## src/rtl/control_sequencer_if.sv

```systemverilog
// Control bus between the hardwired sequencer and the single-bus datapath.
// CTRL_MEM_WAIT_EN adds the mem_rdy handshake input.
interface control_sequencer_if;
  logic [31:0] IR;
  logic        CON_FF;
`ifdef CTRL_MEM_WAIT_EN
  logic        mem_rdy;
`endif
  logic PCout, MARin, IncPC, PCin;
  logic Read, Write, MDRin, MDRout;
  logic IRin, Yin, Zin, Zlowout;
  logic Gra, Grb, Rin, Rout, BAout;
  logic Cout, CONin, R15in;
  logic ADD, Run;

  modport master (
    input  IR, CON_FF,
`ifdef CTRL_MEM_WAIT_EN
    input  mem_rdy,
`endif
    output PCout, MARin, IncPC, PCin,
    output Read, Write, MDRin, MDRout,
    output IRin, Yin, Zin, Zlowout,
    output Gra, Grb, Rin, Rout, BAout,
    output Cout, CONin, R15in, ADD, Run
  );

  modport slave (
    output IR, CON_FF,
`ifdef CTRL_MEM_WAIT_EN
    output mem_rdy,
`endif
    input  PCout, MARin, IncPC, PCin,
    input  Read, Write, MDRin, MDRout,
    input  IRin, Yin, Zin, Zlowout,
    input  Gra, Grb, Rin, Rout, BAout,
    input  Cout, CONin, R15in, ADD, Run
  );
endinterface

```

## src/rtl/control_sequencer.sv

```systemverilog
// Hardwired fetch/execute sequencer for the single-bus datapath.
// Optional CTRL_MEM_WAIT_EN stalls memory states on mem_rdy.
module control_sequencer #(
  parameter int OPW = 5
) (
  input  logic                 clk,
  input  logic                 clr,
  control_sequencer_if.master  bus
);

  typedef enum logic [3:0] {
    IDLE, T0, T1, T2, T3, T4, T5, T6, T7, HALT
  } state_t;

  localparam logic [OPW-1:0] OP_LD   = 5'b00000;
  localparam logic [OPW-1:0] OP_LDI  = 5'b00001;
  localparam logic [OPW-1:0] OP_ST   = 5'b00010;
  localparam logic [OPW-1:0] OP_ADDI = 5'b01100;
  localparam logic [OPW-1:0] OP_BR   = 5'b10010;
  localparam logic [OPW-1:0] OP_JR   = 5'b10011;
  localparam logic [OPW-1:0] OP_JAL  = 5'b10100;
  localparam logic [OPW-1:0] OP_HALT = 5'b11010;

  state_t         state, state_n;
  logic [OPW-1:0] op;
  logic           unused_ir;
  logic           rdy;
  logic is_ld, is_ldi, is_st, is_addi;
  logic is_br, is_jr, is_jal, is_halt;
  logic is_base, is_mem;

  assign op        = bus.IR[31 -: OPW];
  assign unused_ir = ^bus.IR[31-OPW:0];

`ifdef CTRL_MEM_WAIT_EN
  assign rdy = bus.mem_rdy;
`else
  assign rdy = 1'b1;
`endif

  assign is_ld   = (op == OP_LD);
  assign is_ldi  = (op == OP_LDI);
  assign is_st   = (op == OP_ST);
  assign is_addi = (op == OP_ADDI);
  assign is_br   = (op == OP_BR);
  assign is_jr   = (op == OP_JR);
  assign is_jal  = (op == OP_JAL);
  assign is_halt = (op == OP_HALT);
  assign is_mem  = is_ld | is_st;
  assign is_base = is_ldi | is_mem;

  // State register; clr wins over everything, including a stall
  always_ff @(posedge clk) begin
    if (!clr) state <= IDLE;
    else      state <= state_n;
  end

  // Next state and Moore strobe decode of state and opcode
  always_comb begin
    state_n     = state;
    bus.PCout   = 1'b0;
    bus.MARin   = 1'b0;
    bus.IncPC   = 1'b0;
    bus.PCin    = 1'b0;
    bus.Read    = 1'b0;
    bus.Write   = 1'b0;
    bus.MDRin   = 1'b0;
    bus.MDRout  = 1'b0;
    bus.IRin    = 1'b0;
    bus.Yin     = 1'b0;
    bus.Zin     = 1'b0;
    bus.Zlowout = 1'b0;
    bus.Gra     = 1'b0;
    bus.Grb     = 1'b0;
    bus.Rin     = 1'b0;
    bus.Rout    = 1'b0;
    bus.BAout   = 1'b0;
    bus.Cout    = 1'b0;
    bus.CONin   = 1'b0;
    bus.R15in   = 1'b0;
    bus.ADD     = 1'b0;
    bus.Run     = (state != IDLE) && (state != HALT);
    unique case (state)
      IDLE: state_n = T0;
      T0: begin
        bus.PCout = 1'b1;
        bus.MARin = 1'b1;
        bus.IncPC = 1'b1;
        state_n   = T1;
      end
      T1: begin
        bus.Read  = 1'b1;
        bus.MDRin = 1'b1;
        if (rdy) state_n = T2;
      end
      T2: begin
        bus.MDRout = 1'b1;
        bus.IRin   = 1'b1;
        state_n    = T3;
      end
      T3: begin
        unique case (1'b1)
          is_jal: begin
            bus.PCout = 1'b1;
            bus.R15in = 1'b1;
            state_n   = T4;
          end
          is_jr: begin
            bus.Gra  = 1'b1;
            bus.Rout = 1'b1;
            bus.PCin = 1'b1;
            state_n  = T0;
          end
          is_br: begin
            bus.Gra   = 1'b1;
            bus.Rout  = 1'b1;
            bus.CONin = 1'b1;
            state_n   = T4;
          end
          is_addi: begin
            bus.Grb  = 1'b1;
            bus.Rout = 1'b1;
            bus.Yin  = 1'b1;
            state_n  = T4;
          end
          is_base: begin
            bus.Grb   = 1'b1;
            bus.BAout = 1'b1;
            bus.Yin   = 1'b1;
            state_n   = T4;
          end
          is_halt: state_n = HALT;
          default: state_n = T0;
        endcase
      end
      T4: begin
        unique case (1'b1)
          is_jal: begin
            bus.Gra  = 1'b1;
            bus.Rout = 1'b1;
            bus.PCin = 1'b1;
            state_n  = T0;
          end
          is_br: begin
            bus.PCout = 1'b1;
            bus.Yin   = 1'b1;
            state_n   = T5;
          end
          default: begin
            bus.Cout = 1'b1;
            bus.ADD  = 1'b1;
            bus.Zin  = 1'b1;
            state_n  = T5;
          end
        endcase
      end
      T5: begin
        unique case (1'b1)
          is_br: begin
            bus.Cout = 1'b1;
            bus.ADD  = 1'b1;
            bus.Zin  = 1'b1;
            state_n  = T6;
          end
          is_mem: begin
            bus.Zlowout = 1'b1;
            bus.MARin   = 1'b1;
            state_n     = T6;
          end
          default: begin
            bus.Zlowout = 1'b1;
            bus.Gra     = 1'b1;
            bus.Rin     = 1'b1;
            state_n     = T0;
          end
        endcase
      end
      T6: begin
        unique case (1'b1)
          is_br: begin
            bus.Zlowout = bus.CON_FF;
            bus.PCin    = bus.CON_FF;
            state_n     = T0;
          end
          is_st: begin
            bus.Gra   = 1'b1;
            bus.Rout  = 1'b1;
            bus.MDRin = 1'b1;
            state_n   = T7;
          end
          default: begin
            bus.Read  = 1'b1;
            bus.MDRin = 1'b1;
            if (rdy) state_n = T7;
          end
        endcase
      end
      T7: begin
        if (is_st) begin
          bus.Write = 1'b1;
          if (rdy) state_n = T0;
        end else begin
          bus.MDRout = 1'b1;
          bus.Gra    = 1'b1;
          bus.Rin    = 1'b1;
          state_n    = T0;
        end
      end
      HALT: state_n = HALT;
      default: state_n = IDLE;
    endcase
  end

endmodule

```

## src/flat_wrapper.sv

```systemverilog
// flat-port wrapper written by rule: the top's interface ports become plain ports
module control_sequencer_flat 
#(
  parameter int OPW = 5
)
  (clk, clr, bus_IR, bus_CON_FF, bus_PCout, bus_MARin, bus_IncPC, bus_PCin, bus_Read, bus_Write, bus_MDRin, bus_MDRout, bus_IRin, bus_Yin, bus_Zin, bus_Zlowout, bus_Gra, bus_Grb, bus_Rin, bus_Rout, bus_BAout, bus_Cout, bus_CONin, bus_R15in, bus_ADD, bus_Run);
  control_sequencer_if bus_i ();
  input  logic clk;
  input  logic clr;
  input wire logic [$bits(bus_i.IR)-1:0] bus_IR;
  input wire logic [$bits(bus_i.CON_FF)-1:0] bus_CON_FF;
  output wire logic [$bits(bus_i.PCout)-1:0] bus_PCout;
  output wire logic [$bits(bus_i.MARin)-1:0] bus_MARin;
  output wire logic [$bits(bus_i.IncPC)-1:0] bus_IncPC;
  output wire logic [$bits(bus_i.PCin)-1:0] bus_PCin;
  output wire logic [$bits(bus_i.Read)-1:0] bus_Read;
  output wire logic [$bits(bus_i.Write)-1:0] bus_Write;
  output wire logic [$bits(bus_i.MDRin)-1:0] bus_MDRin;
  output wire logic [$bits(bus_i.MDRout)-1:0] bus_MDRout;
  output wire logic [$bits(bus_i.IRin)-1:0] bus_IRin;
  output wire logic [$bits(bus_i.Yin)-1:0] bus_Yin;
  output wire logic [$bits(bus_i.Zin)-1:0] bus_Zin;
  output wire logic [$bits(bus_i.Zlowout)-1:0] bus_Zlowout;
  output wire logic [$bits(bus_i.Gra)-1:0] bus_Gra;
  output wire logic [$bits(bus_i.Grb)-1:0] bus_Grb;
  output wire logic [$bits(bus_i.Rin)-1:0] bus_Rin;
  output wire logic [$bits(bus_i.Rout)-1:0] bus_Rout;
  output wire logic [$bits(bus_i.BAout)-1:0] bus_BAout;
  output wire logic [$bits(bus_i.Cout)-1:0] bus_Cout;
  output wire logic [$bits(bus_i.CONin)-1:0] bus_CONin;
  output wire logic [$bits(bus_i.R15in)-1:0] bus_R15in;
  output wire logic [$bits(bus_i.ADD)-1:0] bus_ADD;
  output wire logic [$bits(bus_i.Run)-1:0] bus_Run;
  assign bus_i.IR = bus_IR;
  assign bus_i.CON_FF = bus_CON_FF;
  assign bus_PCout = bus_i.PCout;
  assign bus_MARin = bus_i.MARin;
  assign bus_IncPC = bus_i.IncPC;
  assign bus_PCin = bus_i.PCin;
  assign bus_Read = bus_i.Read;
  assign bus_Write = bus_i.Write;
  assign bus_MDRin = bus_i.MDRin;
  assign bus_MDRout = bus_i.MDRout;
  assign bus_IRin = bus_i.IRin;
  assign bus_Yin = bus_i.Yin;
  assign bus_Zin = bus_i.Zin;
  assign bus_Zlowout = bus_i.Zlowout;
  assign bus_Gra = bus_i.Gra;
  assign bus_Grb = bus_i.Grb;
  assign bus_Rin = bus_i.Rin;
  assign bus_Rout = bus_i.Rout;
  assign bus_BAout = bus_i.BAout;
  assign bus_Cout = bus_i.Cout;
  assign bus_CONin = bus_i.CONin;
  assign bus_R15in = bus_i.R15in;
  assign bus_ADD = bus_i.ADD;
  assign bus_Run = bus_i.Run;
  control_sequencer #(.OPW(OPW)) u_core (.clk(clk), .clr(clr), .bus(bus_i));
endmodule
```

## config.mk

```make
export PLATFORM = sky130hd
export DESIGN_NAME = control_sequencer_flat
export DESIGN_NICKNAME = d
export VERILOG_FILES = /design/src/rtl/control_sequencer_if.sv /design/src/rtl/control_sequencer.sv /design/src/flat_wrapper.sv
export SDC_FILE = /design/constraint.sdc
export NUM_CORES = 1
export LEC_CHECK = 0
export ABC_AREA = 1
export CORE_MARGIN = 2
export CORE_UTILIZATION = 33
export DETAILED_ROUTE_END_ITERATION = 10
export GPL_TIMING_DRIVEN = 0
export PLACE_DENSITY = 0.84
export SYNTH_ARGS = -nofsm -noshare
export SYNTH_HDL_FRONTEND = slang
export SYNTH_SLANG_ARGS = --single-unit
export TNS_END_PERCENT = 5
```

## constraint.sdc

```tcl
create_clock -name clk -period 2.1 [get_ports clk]
set_input_delay 0.42 -clock clk [delete_from_list [all_inputs] [get_ports clk]]
set_output_delay 0.42 -clock clk [all_outputs]
set_load 0.02 [all_outputs]
```

After elaboration in Yosys (flattened, before gate mapping) --
Index checks and enable logic that the tools add are counted.
Cells by class: multiplexer cells 39, bitwise operators 2, eq/ne operators 17, reductions and logical operators 12
Operators with widths (count):
- one-hot mux 4 bit (9 select lines) | 1
- two-way mux 1 bit | 22
- == test 5 bit (second input constant) | 4
- == test 4 x 3 -> 1 bit (second input constant) | 4
- one-hot mux 1 bit (2 select lines) | 8
- OR reduction 2 bit | 6
- one-hot mux 1 bit (3 select lines) | 3
- == test 4 x 2 -> 1 bit (second input constant) | 2
- == test 4 bit (second input constant) | 2
- one-hot mux 4 bit (2 select lines) | 1
- two-way mux 3 bit | 2
- == test 5 x 1 -> 1 bit (second input constant) | 1
- == test 5 x 2 -> 1 bit (second input constant) | 1
- == test 5 x 4 -> 1 bit (second input constant) | 1
- zero test 5 bit | 1
- one-hot mux 1 bit (5 select lines) | 1
- == test 4 x 1 -> 1 bit (second input constant) | 1
- zero test 4 bit | 1
- two-way mux 4 bit | 1
- inequality test 4 bit (second input constant) | 1
- nonzero test 4 bit | 1
- OR reduction 4 bit | 1
- OR reduction 3 bit | 1
- bitwise OR 1 bit | 2
- logical AND 1 bit | 1
Word-level totals: word-level logic and storage cells 71, register bits after elaboration 4, input bits 35, output and inout port bits 22

Depth between registers and ports, before layout --
depth in word-level cells 6, gate-level depth with buffers 8, depth with buffers taken out 8

Least setup slack after synthesis --
Ideal clock, no wire load.
kind reg-to-output, start point reg u_core.state[1], end point out bus_Cout, cell stages (with the launch flop) 7, path buffers 1, arrival time 1.623 ns, required time 1.680 ns, setup slack 0.057 ns, path through dfxtp_1 > inv_1 > nand2_2 > nor2_4 > nand2_1 > o21ai_0 > buf_4
On the way: longest elaborated chain between the ends 2, elaborated cells between the ends (all ways) 3, classes of those cells 2 x eq/ne; 1 x mux
RTL lines:
- start: declaration | RTL line control_sequencer.sv:24 | state_t state, state_n;
- start signal: assignment | RTL line control_sequencer.sv:55 | else state <= state_n;
- == test 4 x 3 -> 1 bit
- one-hot mux 1 bit (2 select lines) (*)
- end: declaration | RTL line flat_wrapper.sv:29 | output wire logic [$bits(bus_i.Cout)-1:0] bus_Cout;
Mark *: on every way between the ends. The rest lies on a longest branch, timed or not.

Worst setup path after layout --
start point in bus_IR[30], end point out bus_Gra
On the way: longest elaborated chain between the ends 5, elaborated cells between the ends (all ways) 14, classes of those cells 4 x eq/ne; 6 x mux; 1 x bitwise; 3 x reduce/logical
RTL lines:
- start: declaration | RTL line flat_wrapper.sv:10 | input wire logic [$bits(bus_i.IR)-1:0] bus_IR;
- == test 5 x 2 -> 1 bit / zero test 5 bit (equally long branches) | RTL line control_sequencer.sv:43, control_sequencer.sv:41
- bitwise OR 1 bit | RTL line control_sequencer.sv:49 | assign is_mem = is_ld | is_st;
- OR reduction 2 bit (no line)
- two-way mux 1 bit | RTL line control_sequencer.sv:158 | unique case (1'b1)
- one-hot mux 1 bit (5 select lines) (*) | RTL line control_sequencer.sv:83 | unique case (state)
- end: declaration | RTL line flat_wrapper.sv:24 | output wire logic [$bits(bus_i.Gra)-1:0] bus_Gra;
Marked as above.

==> run_results.csv <==
group,metric,value,unit
status,outcome,"finished clean",
floorplanning,core-area,1780,sq um
synth,syn-num-nets,144,
floorplanning,fp.dieW,48.2,microns
pwr,power,305,uW
floorplanning,dieArea,2330,sq um
cells_and_area,final_cell_area,983,sq um
global_routing,gr-usage-met2,0.321,
timing,finClkSkew,0.000874,ns
critical_path,worstSetupPathType,"primary input to output port",
placed_design,io_buffer_count,29,
drt,dr.first_iter.drc_count,29,
placed_design,hpwl,1560,microns
cells_and_area,mostFrequentLayoutCells,"nand2_1 (29), inv_1 (15), nor2_1 (11)",
synth,synth_cells,109,
critical_path,cp.arrival,1.62,ns
drt,postRouteAntennaNets,0,
timing,period_minus_slack,2.04,ns
timing,relSlewSlack,0.840,
cells_and_area,biggestRegsByFlops,"u_core.state (4)",
timing,rsz0062_at_grt,"true",
critical_path,worstSetupStartpointType,"primary input",
clocking,cts_made_buffers,3,
clocking,ctsHoldBuffers,0,
global_routing,grt_pass1_vias,719,
drt,dr_total_vias,808,
synth,ys_seq_elements,4,
drt,drt_first_pass_iters,4,
global_routing,busiest_layer,"met2",
timing,timing.hold.ws,0.663,ns
clocking,clock_latency,0.23,ns
critical_path,critPathMostFrequentCell,"nand2_1",
global_routing,antenna_found_initial,0,
cells_and_area,layout_commonest_cell,"nand2_1",
pwr,p_per_area,310,nW/um^2
global_routing,grt.overflow.total,0,
floorplanning,io_pins,57,
clocking,clk_path_buf_depth,2,
critical_path,crit_path_end_kind,"output port",
timing,tightest_slew,0.240,ns
min_path,holdCritPathClass,"flip-flop to flip-flop",
cells_and_area,syn_to_final_growth,52.3,%
placed_design,place_ws,-0.793,ns
global_routing,use_met1,0.224,
timing,fmax,0.491,GHz
cells_and_area,fin_cells,169,
pwr,leakage,0.549,nW
drt,wirelength,1910,microns
timing,hold_violations,0,
drt,route.detailed.drc,0,
critical_path,crit_slowest_cell,"dlygate4sd2_1",
global_routing,grt_use_met3,0.0222,
clocking,htreeDepth,1,
cells_and_area,largest_register_ffs,4,
floorplanning,fp-row-count,15,
placed_design,placed_area,967,sq um
clocking,clk_pin_slew,0.04,ns
cells_and_area,top_register,"u_core.state",
pwr,power_switching,112,uW
clocking,clock-root-buffer,"clkbuf_4",
pwr,p_int,193,uW
floorplanning,initial_core_util,0.362,
synth,yosysUniqueCellTypes,23,
pwr,peakVddDrop,265,uV
cells_and_area,nets,181,
global_routing,grt_pass1_wl,2960,microns
synth,ys_seq_area_frac,0.124,
critical_path,cp.required,1.68,ns
timing,finalCritPeriodShare,0.970,
timing,slew_violations,0,
clocking,cts_tree,"built",
floorplanning,fp.dieH,48.2,microns
placed_design,gp_congestion,0.842,
critical_path,crit_fanout,5,
pwr,p_clk_frac,0.297,
global_routing,grt_use_total,0.182,
timing,fin_ws,0.0632,ns
pwr,pwr-share-seq,0.282,
cells_and_area,drive_gt1_frac,0.333,
drt,wire_per_inst,11.3,microns
synth,synth_area,646,sq um
pwr,pwr-share-comb,0.421,
cells_and_area,insertedDiodeCount,0,
synth,syn_avg_cell_area,5.92,sq um
critical_path,path_cells,"dlygate4sd2_1 -> nor2_4 -> nand2_1 -> nor2_2 -> inv_1 -> nand2_1 -> nand3_2 -> clkdlybuf4s15_2",
critical_path,slowest_delay,0.28,ns
drt,viasPerCell,4.78,
job,max-cap-violations,0,
placed_design,place_inst,163,
clocking,clock_sinks,4,
global_routing,grt_max_degree,7,
synth,yosys_warnings,0,
timing,setup_violations,0,
pwr,netSwitchingFraction,0.367,
==> what timing repair did <==
item | CTS | global route
pin swaps | 1 | 1
buffers inserted | 3 | 0
setup endpoints to repair | 19 | 18
gates resized for setup | 47 | 24
==> kinds of logic (layout without fill, tap and decap cells) <==
group	Yosys count	count (layout)	share of synthesized area
AOI/OAI and AO/OA	11	11	0.110
and+or+nand+nor	73	73	0.628
buffers and inverters	21	56	0.138
DFF	4	4	0.124
==> power groups by stage <==
stage | combinational [mW] | sequential, mW | clock, mW
after global routing | 0.139 | 0.0862 | 0.102
final | 0.128 | 0.0859 | 0.0905
after detailed placement | 0.133 | 0.0865 | 0
after global placement | 0.130 | 0.0862 | 0
after CTS | 0.129 | 0.0855 | 0.0955
after floorplan | 0.0765 | 0.0855 | 0
==> stage by stage <==
stage	util	TNS, ns
finish	0.552	0
global route	0.552	-0.0583
CTS	0.570	0
detailed placement	0.542	-10.04
global placement	0.542	-9.20
floorplan	-	0
==> synthesized netlist by cell type (all sizes together) <==
library cell | count | share of area
o21a | 1 | 0.012
nor2 | 21 | 0.21
buf | 2 | 0.023
a21oi | 2 | 0.027
nand3b | 1 | 0.012
o21ai | 7 | 0.060
nor3 | 3 | 0.023
nor4 | 1 | 0.019
dfxtp | 4 | 0.12
nand2 | 33 | 0.22
o211ai | 1 | 0.012
nand4 | 3 | 0.029
inv | 19 | 0.11
nand3 | 11 | 0.12
==> worst max-delay path, delay by kind of cell <==
kind | cells | cell delay, ns
buf+inv | 3 | 0.60
simple gates | 5 | 0.60
==> final timing paths <==
path	slack, ns	startpoint	depth (start not counted)	to
worst min-delay path	0.66	u_core.state[3]$_SDFF_PN0_	4	u_core.state[0]$_SDFF_PN0_
worst max register to register	0.92	u_core.state[0]$_SDFF_PN0_	7	u_core.state[2]$_SDFF_PN0_
worst max-delay path	0.06	bus_IR[30]	8	bus_Gra
worst min register to register	0.66	u_core.state[3]$_SDFF_PN0_	4	u_core.state[0]$_SDFF_PN0_
==> metal layers <==
metal / vias up / share of wire
li1: 414 / -
met1: 372 / 0.43
met2: 22 / 0.52
met3: 0 / 0.046
met4: 0 / 0
met5: - / 0
==> area by class of cell <==
| cell class | instances | area, sq um |
|---|---|---|
| plain buffers | 2 | 15.0 |
| clock buffers | 3 | 22.5 |
| fillers | 191 | 800 |
| inverters | 19 | 76.3 |
| multi-input cells | 84 | 498 |
| flip-flops and latches | 4 | 81.3 |
| well taps | 25 | 31.3 |
| repair buffers | 32 | 259 |
Power figures use the tool's default switching activity.
